### config.mk
export PLATFORM = sky130hd
export DESIGN_NAME = inst_fetch_unit_flat
export DESIGN_NICKNAME = d
export VERILOG_FILES = /design/src/rtl/if_pkg.sv /design/src/rtl/inst_fetch_unit_if.sv /design/src/rtl/fetch_fifo.sv /design/src/rtl/inst_fetch_unit.sv /design/src/flat_wrapper.sv
export SDC_FILE = /design/constraint.sdc
export NUM_CORES = 1
export LEC_CHECK = 0
export ABC_AREA = 1
export BUFFER_PORTS_ARGS = -buffer_cell sky130_fd_sc_hd__buf_4
export CAP_MARGIN = 20
export CORE_MARGIN = 2
export CORE_UTILIZATION = 30
export DETAILED_ROUTE_END_ITERATION = 10
export PLACE_DENSITY = 0.49
export SKIP_LAST_GASP = 1
export SLEW_MARGIN = 20
export SYNTH_ARGS = -nofsm -noshare
export SYNTH_HDL_FRONTEND = slang
export SYNTH_SLANG_ARGS = --single-unit
### constraint.sdc
create_clock -name clk -period 4.35 [get_ports clk]
set_input_delay 0.6525 -clock clk [delete_from_list [all_inputs] [get_ports clk]]
set_output_delay 0.6525 -clock clk [all_outputs]
set_load 0.02 [all_outputs]
### src/rtl/if_pkg.sv
// Shared types and constants for the instruction-fetch front end.
// Latency: n/a (declarations only).
// Backpressure: n/a.
package if_pkg;

  localparam logic [31:0] INST_NOP = 32'h0000_0000;
  localparam int          PC_STEP  = 4;

  typedef struct packed {
    logic [31:0] pc;
    logic [31:0] inst;
  } fetch_entry_t;

  // Occupancy counters must hold the value DEPTH itself, hence the extra bit.
  function automatic int cnt_w(input int depth);
    return $clog2(depth) + 1;
  endfunction

endpackage

### src/rtl/inst_fetch_unit_if.sv
// Bundle of the fetch unit's control, memory and decode-side signals.
// Latency: n/a (wiring only).
// Backpressure: imem_req_ready stalls requests, inst_ready stalls decode hand-off.
interface inst_fetch_unit_if #(
  parameter int ADDR_W  = 32,
  parameter int INST_W  = 32,
  parameter int IMEM_AW = 11
);
  logic               fetch_en;
  logic               redirect_valid;
  logic [ADDR_W-1:0]  redirect_pc;
  logic               imem_req_valid;
  logic               imem_req_ready;
  logic [IMEM_AW-1:0] imem_addr;
  logic               imem_rsp_valid;
  logic [INST_W-1:0]  imem_rsp_data;
  logic               inst_valid;
  logic               inst_ready;
  logic [INST_W-1:0]  inst;
  logic [ADDR_W-1:0]  inst_pc;
  logic               misalign_err;

  modport master (
    input  fetch_en, redirect_valid, redirect_pc,
    input  imem_req_ready, imem_rsp_valid, imem_rsp_data, inst_ready,
    output imem_req_valid, imem_addr, inst_valid, inst, inst_pc, misalign_err
  );

  modport slave (
    output fetch_en, redirect_valid, redirect_pc,
    output imem_req_ready, imem_rsp_valid, imem_rsp_data, inst_ready,
    input  imem_req_valid, imem_addr, inst_valid, inst, inst_pc, misalign_err
  );
endinterface

### src/rtl/fetch_fifo.sv
// Synchronous FIFO of fetched {pc, inst} entries; flush beats push/pop.
// Latency: a push is visible at the head on the following cycle.
// Backpressure: none internally; the caller must not push when full.
module fetch_fifo
  import if_pkg::*;
#(
  parameter int  DEPTH   = 4,
  parameter type entry_t = fetch_entry_t
) (
  input  logic                     clk,
  input  logic                     rst,
  input  logic                     push,
  input  entry_t                   push_dat,
  input  logic                     pop,
  input  logic                     flush,
  output entry_t                   head,
  output logic [cnt_w(DEPTH)-1:0]  count,
  output logic                     empty,
  output logic                     full
);
  localparam int CW = cnt_w(DEPTH);
  localparam int PW = $clog2(DEPTH);

  entry_t          mem [DEPTH];
  logic [PW-1:0]   wr_ptr;
  logic [PW-1:0]   rd_ptr;

  // Storage needs no reset: occupancy alone decides what is valid.
  always_ff @(posedge clk) begin
    if (push && !flush && !full) mem[wr_ptr] <= push_dat;
  end

  // Pointers and occupancy; DEPTH is a power of two so pointers wrap freely.
  always_ff @(posedge clk) begin
    if (rst || flush) begin
      wr_ptr <= '0;
      rd_ptr <= '0;
      count  <= '0;
    end else begin
      if (push) wr_ptr <= wr_ptr + PW'(1);
      if (pop)  rd_ptr <= rd_ptr + PW'(1);
      count <= count + CW'(push) - CW'(pop);
    end
  end

  assign head  = mem[rd_ptr];
  assign empty = (count == '0);
  assign full  = (count == CW'(DEPTH));
endmodule

### src/rtl/inst_fetch_unit.sv
// Instruction fetch: owns the PC, issues in-order word requests, buffers {pc, inst} for decode.
// Latency: response in cycle N reaches inst_valid in cycle N+1 at the earliest (no bypass).
// Backpressure: requests stop once in-flight plus buffered reaches DEPTH; decode stalls via inst_ready.
module inst_fetch_unit
  import if_pkg::*;
#(
  parameter int              ADDR_W   = 32,
  parameter int              INST_W   = 32,
  parameter int              IMEM_AW  = 11,
  parameter int              DEPTH    = 4,
  parameter logic [31:0]     RESET_PC = 32'h0000_0000
) (
  input  logic               clk,
  input  logic               rst,
  inst_fetch_unit_if.master  bus
);
  localparam int              CW      = cnt_w(DEPTH);
  localparam logic [CW:0]     CREDITS = (CW+1)'(DEPTH);
  localparam logic [ADDR_W-1:0] STEP  = ADDR_W'(PC_STEP);

  typedef struct packed {
    logic [ADDR_W-1:0] pc;
    logic [INST_W-1:0] inst;
  } entry_t;

  logic [ADDR_W-1:0] pc_q;
  logic [ADDR_W-1:0] rsp_pc_q;
  logic [CW-1:0]     inflight;
  logic [CW-1:0]     drop_cnt;
  logic [CW-1:0]     count;
  logic              empty;
  logic              full;
  logic              misalign_q;
  entry_t            head;
  entry_t            push_dat;
  logic              redirect;
  logic              dropping;
  logic              req_valid;
  logic              req_fire;
  logic              push;
  logic              pop;
  logic [ADDR_W-1:0] target_pc;

  assign redirect  = bus.redirect_valid;
  assign dropping  = (drop_cnt != '0);
  assign target_pc = {bus.redirect_pc[ADDR_W-1:2], 2'b00};

  // Credit check covers both in-flight and buffered words, so the buffer can never overflow.
  assign req_valid = !rst && bus.fetch_en && !redirect &&
                     (({1'b0, inflight} + {1'b0, count}) < CREDITS);
  assign req_fire  = req_valid && bus.imem_req_ready;

  // Responses during a redirect or while stale ones remain are discarded.
  assign push          = bus.imem_rsp_valid && !dropping && !redirect;
  assign push_dat.pc   = rsp_pc_q;
  assign push_dat.inst = bus.imem_rsp_data;

  assign bus.inst_valid     = !rst && !empty && !redirect;
  assign pop                = bus.inst_valid && bus.inst_ready;
  assign bus.inst           = (rst || empty) ? INST_W'(INST_NOP) : head.inst;
  assign bus.inst_pc        = (rst || empty) ? '0 : head.pc;
  assign bus.imem_req_valid = req_valid;
  assign bus.imem_addr      = pc_q[IMEM_AW+1:2];
  assign bus.misalign_err   = misalign_q;

  fetch_fifo #(
    .DEPTH   (DEPTH),
    .entry_t (entry_t)
  ) u_fifo (
    .clk      (clk),
    .rst      (rst),
    .push     (push),
    .push_dat (push_dat),
    .pop      (pop),
    .flush    (redirect),
    .head     (head),
    .count    (count),
    .empty    (empty),
    .full     (full)
  );

  // PC, response tracking and stale-response accounting; redirect re-arms drop_cnt.
  always_ff @(posedge clk) begin
    if (rst) begin
      pc_q       <= ADDR_W'(RESET_PC);
      rsp_pc_q   <= ADDR_W'(RESET_PC);
      inflight   <= '0;
      drop_cnt   <= '0;
      misalign_q <= 1'b0;
    end else begin
      inflight <= inflight + CW'(req_fire) - CW'(bus.imem_rsp_valid);
      if (redirect) begin
        pc_q     <= target_pc;
        rsp_pc_q <= target_pc;
        drop_cnt <= inflight - CW'(bus.imem_rsp_valid);
        if (bus.redirect_pc[1:0] != 2'b00) misalign_q <= 1'b1;
      end else begin
        if (req_fire) pc_q     <= pc_q + STEP;
        if (push)     rsp_pc_q <= rsp_pc_q + STEP;
        if (bus.imem_rsp_valid && dropping) drop_cnt <= drop_cnt - CW'(1);
      end
    end
  end

  // A push into a full buffer would mean the credit check is broken.
  assert property (@(posedge clk) disable iff (rst) !(full && push && !pop));
endmodule

### src/flat_wrapper.sv
// flat-port wrapper written by rule: the top's interface ports become plain ports
module inst_fetch_unit_flat import if_pkg::*;
#(
  parameter int              ADDR_W   = 32,
  parameter int              INST_W   = 32,
  parameter int              IMEM_AW  = 11,
  parameter int              DEPTH    = 4,
  parameter logic [31:0]     RESET_PC = 32'h0000_0000
)
  (clk, rst, bus_fetch_en, bus_redirect_valid, bus_redirect_pc, bus_imem_req_ready, bus_imem_rsp_valid, bus_imem_rsp_data, bus_inst_ready, bus_imem_req_valid, bus_imem_addr, bus_inst_valid, bus_inst, bus_inst_pc, bus_misalign_err);
  inst_fetch_unit_if #(.ADDR_W(ADDR_W), .INST_W(INST_W), .IMEM_AW(IMEM_AW)) bus_i ();
  input  logic clk;
  input  logic rst;
  input wire logic [$bits(bus_i.fetch_en)-1:0] bus_fetch_en;
  input wire logic [$bits(bus_i.redirect_valid)-1:0] bus_redirect_valid;
  input wire logic [$bits(bus_i.redirect_pc)-1:0] bus_redirect_pc;
  input wire logic [$bits(bus_i.imem_req_ready)-1:0] bus_imem_req_ready;
  input wire logic [$bits(bus_i.imem_rsp_valid)-1:0] bus_imem_rsp_valid;
  input wire logic [$bits(bus_i.imem_rsp_data)-1:0] bus_imem_rsp_data;
  input wire logic [$bits(bus_i.inst_ready)-1:0] bus_inst_ready;
  output wire logic [$bits(bus_i.imem_req_valid)-1:0] bus_imem_req_valid;
  output wire logic [$bits(bus_i.imem_addr)-1:0] bus_imem_addr;
  output wire logic [$bits(bus_i.inst_valid)-1:0] bus_inst_valid;
  output wire logic [$bits(bus_i.inst)-1:0] bus_inst;
  output wire logic [$bits(bus_i.inst_pc)-1:0] bus_inst_pc;
  output wire logic [$bits(bus_i.misalign_err)-1:0] bus_misalign_err;
  assign bus_i.fetch_en = bus_fetch_en;
  assign bus_i.redirect_valid = bus_redirect_valid;
  assign bus_i.redirect_pc = bus_redirect_pc;
  assign bus_i.imem_req_ready = bus_imem_req_ready;
  assign bus_i.imem_rsp_valid = bus_imem_rsp_valid;
  assign bus_i.imem_rsp_data = bus_imem_rsp_data;
  assign bus_i.inst_ready = bus_inst_ready;
  assign bus_imem_req_valid = bus_i.imem_req_valid;
  assign bus_imem_addr = bus_i.imem_addr;
  assign bus_inst_valid = bus_i.inst_valid;
  assign bus_inst = bus_i.inst;
  assign bus_inst_pc = bus_i.inst_pc;
  assign bus_misalign_err = bus_i.misalign_err;
  inst_fetch_unit #(.ADDR_W(ADDR_W), .INST_W(INST_W), .IMEM_AW(IMEM_AW), .DEPTH(DEPTH), .RESET_PC(RESET_PC)) u_core (.clk(clk), .rst(rst), .bus(bus_i));
endmodule
==> summary.md <==
| Metric | Value |
|---|---|
| GPL Wtd Cong | 0.784 |
| Layout cells sized above 1 | 16.3% |
| WHS Path Cells | 1 |
| Final nets | 1547 |
| GRT Residual Overflow | 0 |
| Diodes inserted | 0 |
| RSZ-0062 raised after global routing | no |
| Die span in x | 214 µm |
| Final Max Slew Viols | 0 |
| VDD IR max | 242 µV |
| Most numerous cell in the Yosys netlist | nor2_1 |
| Leakage | 5.96 nW |
| Critical Path Fanout Max | 55 |
| Reg2Reg Launch Point | u_core.drop_cnt[0]$_SDFFE_PP0P_ |
| Crit share post-route | 75.6% |
| Syn_area_per_cell | 10.0 µm² |
| Asr flop ratio synth | 0% |
| I/O pin count | 149 |
| R2r worst-path depth | 8 |
| Final setup viols | 0 |
| DR pass1 iterations | 4 |
| Clk slew on worst S/H paths | 0.06 ns |
| First-pass GRT wire length | 55200 µm |
| Antenna viol nets, final | 0 |
| Crit path required time | 3.70 ns |
| Status | finished clean |
| Vias | 9632 |
| R2r setup slk | 1.88 ns |
| Clk sinks | 305 |
| Final Util | 37.2% |
| Distinct cells, synth | 41 |
| Core area | 43300 µm² |
| Synth top cells by count | 309 x nor2_1, 248 x edfxtp_1, 160 x o21ai_0, 153 x nand2_1, 105 x a21oi_1 |
| Post-synth top flop | edfxtp_1 |
| Multi-input combinational cell area | 4020 µm² |
| Clk Latency, worst-skew pair | 0.52 ns |
| DR WL/cell | 17.2 µm |
| Die extent in y | 214 µm |
| WP data arrival | 2.64 ns |
| Worst Setup End Kind | primary output |
| CTS H-tree depth | 2 |
| Fillers | 4347 |
| Clk root buf | clkbuf_16 |
| Post-synth top area cell | edfxtp_1 |
| CTS tree | built |
| Fin crit period | 3.29 ns |
| EDFF count, synth | 248 |
| Power Density | 404 nW/µm² |
| Seq/Total Area, Yosys | 64.9% |
| Vias in the first global route | 9389 |
| Synthesis-to-layout area growth | 21.5% |
| Vias per cell | 4.67 |
| Max Clk Rate | 304 MHz |
| Number of CTS-inserted buffers | 36 |
| Largest net degree at the start of global routing | 105 |
| CP startpoint kind | register |
| Row cnt | 76 |
| Antenna violations before repair | 0 |
| Top post-synthesis cells by area | edfxtp_1 56%, nor2_1 8.8%, dfxtp_1 8.6% |
| Drt total wl | 35400 µm |
| Final hold vios | 0 |
| Setup Skew | 0.0187 ns |
| Reg area | 8590 µm² |
| Postcts setup bufs | 0 |
| Warnings, synthesis | 0 |
| Yosys top cell area share | 56.3% |
| Hold crit path type | input port to register |
| Initial drt markers | 593 |
| Slew margin rel. | 41.0% |
| GR Util All Layers | 15.4% |
| Post-synthesis cell count | 1317 |
| Total negative setup slack | 0 ns |
| Mapped cell area | 13200 µm² |
| Cts repair resizes | 0 |
| Worst Max-Slew Pin Slew | 0.885 ns |
| Count of buffers from port buffering | 146 |
| Die footprint | 45800 µm² |
| Flops & latches, synth | 305 |
| DRC errors left | 0 |
| HPWL Detailed | 21600 µm |
| Initial Utilization | 30.6% |
| Max Cap Violations | 0 |
| Worst Setup Path Type | register to primary output |
| Post-CTS Hold Buffers | 0 |
| Max Root-Sink Buffers | 3 |
| Hold path start | bus_imem_rsp_data[1] |
placed cells by master (no fill, tap or decap), types with 3 or more instances in the layout:
| master | instances |
|---|---|
| clkinv_1 | 7 |
| buf_12 | 5 |
| clkbuf_16 | 37 |
| nand3_1 | 53 |
| inv_1 | 89 |
| a31oi_1 | 6 |
| nor2_2 | 8 |
| nor2_4 | 7 |
| ha_1 | 16 |
| nor3_1 | 3 |
| dfxtp_1 | 55 |
| nand4_1 | 4 |
| nor2_1 | 305 |
| a21oi_1 | 105 |
| o21a_1 | 3 |
| buf_4 | 160 |
| clkinv_2 | 7 |
| xor2_1 | 6 |
| nand2_1 | 152 |
| clkbuf_1 | 7 |
| nand2_2 | 3 |
| o21ai_0 | 160 |
| o211ai_1 | 3 |
| edfxtp_1 | 248 |
worst paths after layout:
| check | end |
|---|---|
| worst max-delay path | bus_inst_pc[15] |
| worst min-delay path | u_core.u_fifo.mem[1][1]$_DFFE_PP_ |
| worst max register to register | u_core.u_fifo.mem[0][4]$_DFFE_PP_ |
| worst min register to register | u_core.bus.misalign_err$_SDFFE_PP0P_ |
flip-flops by register name, summed over array words and instances (netlist names), named ones only:
signal	flops
u_core.drop_cnt	3
u_core.pc_q	11
u_core.inflight	3
u_core.u_fifo.mem	248
u_core.u_fifo.wr_ptr	2
u_core.bus.misalign_err	1
u_core.u_fifo.count	3
u_core.rsp_pc_q	30
u_core.u_fifo.rd_ptr	2
through the flow:
| stage | power, mW | area [µm²] | worst slack (ns) | std cells | hold slack (ns) |
|---|---|---|---|---|---|
| after floorplan | 3.61 | 13200 | -0.0148 | 1318 | 0.436 |
| after global placement | 3.81 | 15000 | 1.49 | 2005 | 0.444 |
| after detailed placement | 3.82 | 15000 | 1.49 | 2005 | 0.453 |
| after CTS | 6.59 | 16100 | 0.997 | 2064 | 0.315 |
| after global routing | 6.77 | 16100 | 0.808 | 2064 | 0.324 |
| final | 6.50 | 16100 | 1.06 | 2064 | 0.342 |
worst max-delay path, stage by stage, from the launching register on:
cell,delay (ns)
dfxtp_4,0.61
buf_4,0.60
nor2_1,0.12
nor2_1,0.10
o21ai_0,0.08
a21oi_1,0.36
buf_4,0.23
report_power, final:
group          switching [mW]  internal (mW)
combinational           0.261          0.157
clock                    1.13           1.62
sequential             0.0835           3.25
layer usage:
| layer | wire (µm) | up-vias | global-route usage [%] |
|---|---|---|---|
| li1 | - | 4758 | - |
| met1 | 16500 | 4610 | 20.9 |
| met2 | 16500 | 232 | 25.1 |
| met3 | 1990 | 32 | 3.34 |
| met4 | 442 | 0 | 3.54 |
| met5 | 0 | - | 0 |
cells by family (layout without fill, tap and decap cells):
kind of cell	count (synthesis)	after routing	share of synthesized area (%)
adder cells (fa/ha/maj)	18	18	1.82
buffers and inverters	158	319	4.92
flip-flops	305	305	64.9
XOR/XNOR	8	8	0.530
AND/OR/NAND/NOR	542	542	16.6
other	1	2	0.0284
AO/OA/AOI/OAI	285	285	11.1
layout make-up:
class	count	area share, %
clock buffers	45	6.01
clock inverters	14	0.584
flip-flops and latches	305	53.5
inverters	95	2.27
repair buffers	165	8.10
well taps	585	4.55
multi-input cells	855	25.0
(Power assumes the default switching activity.)
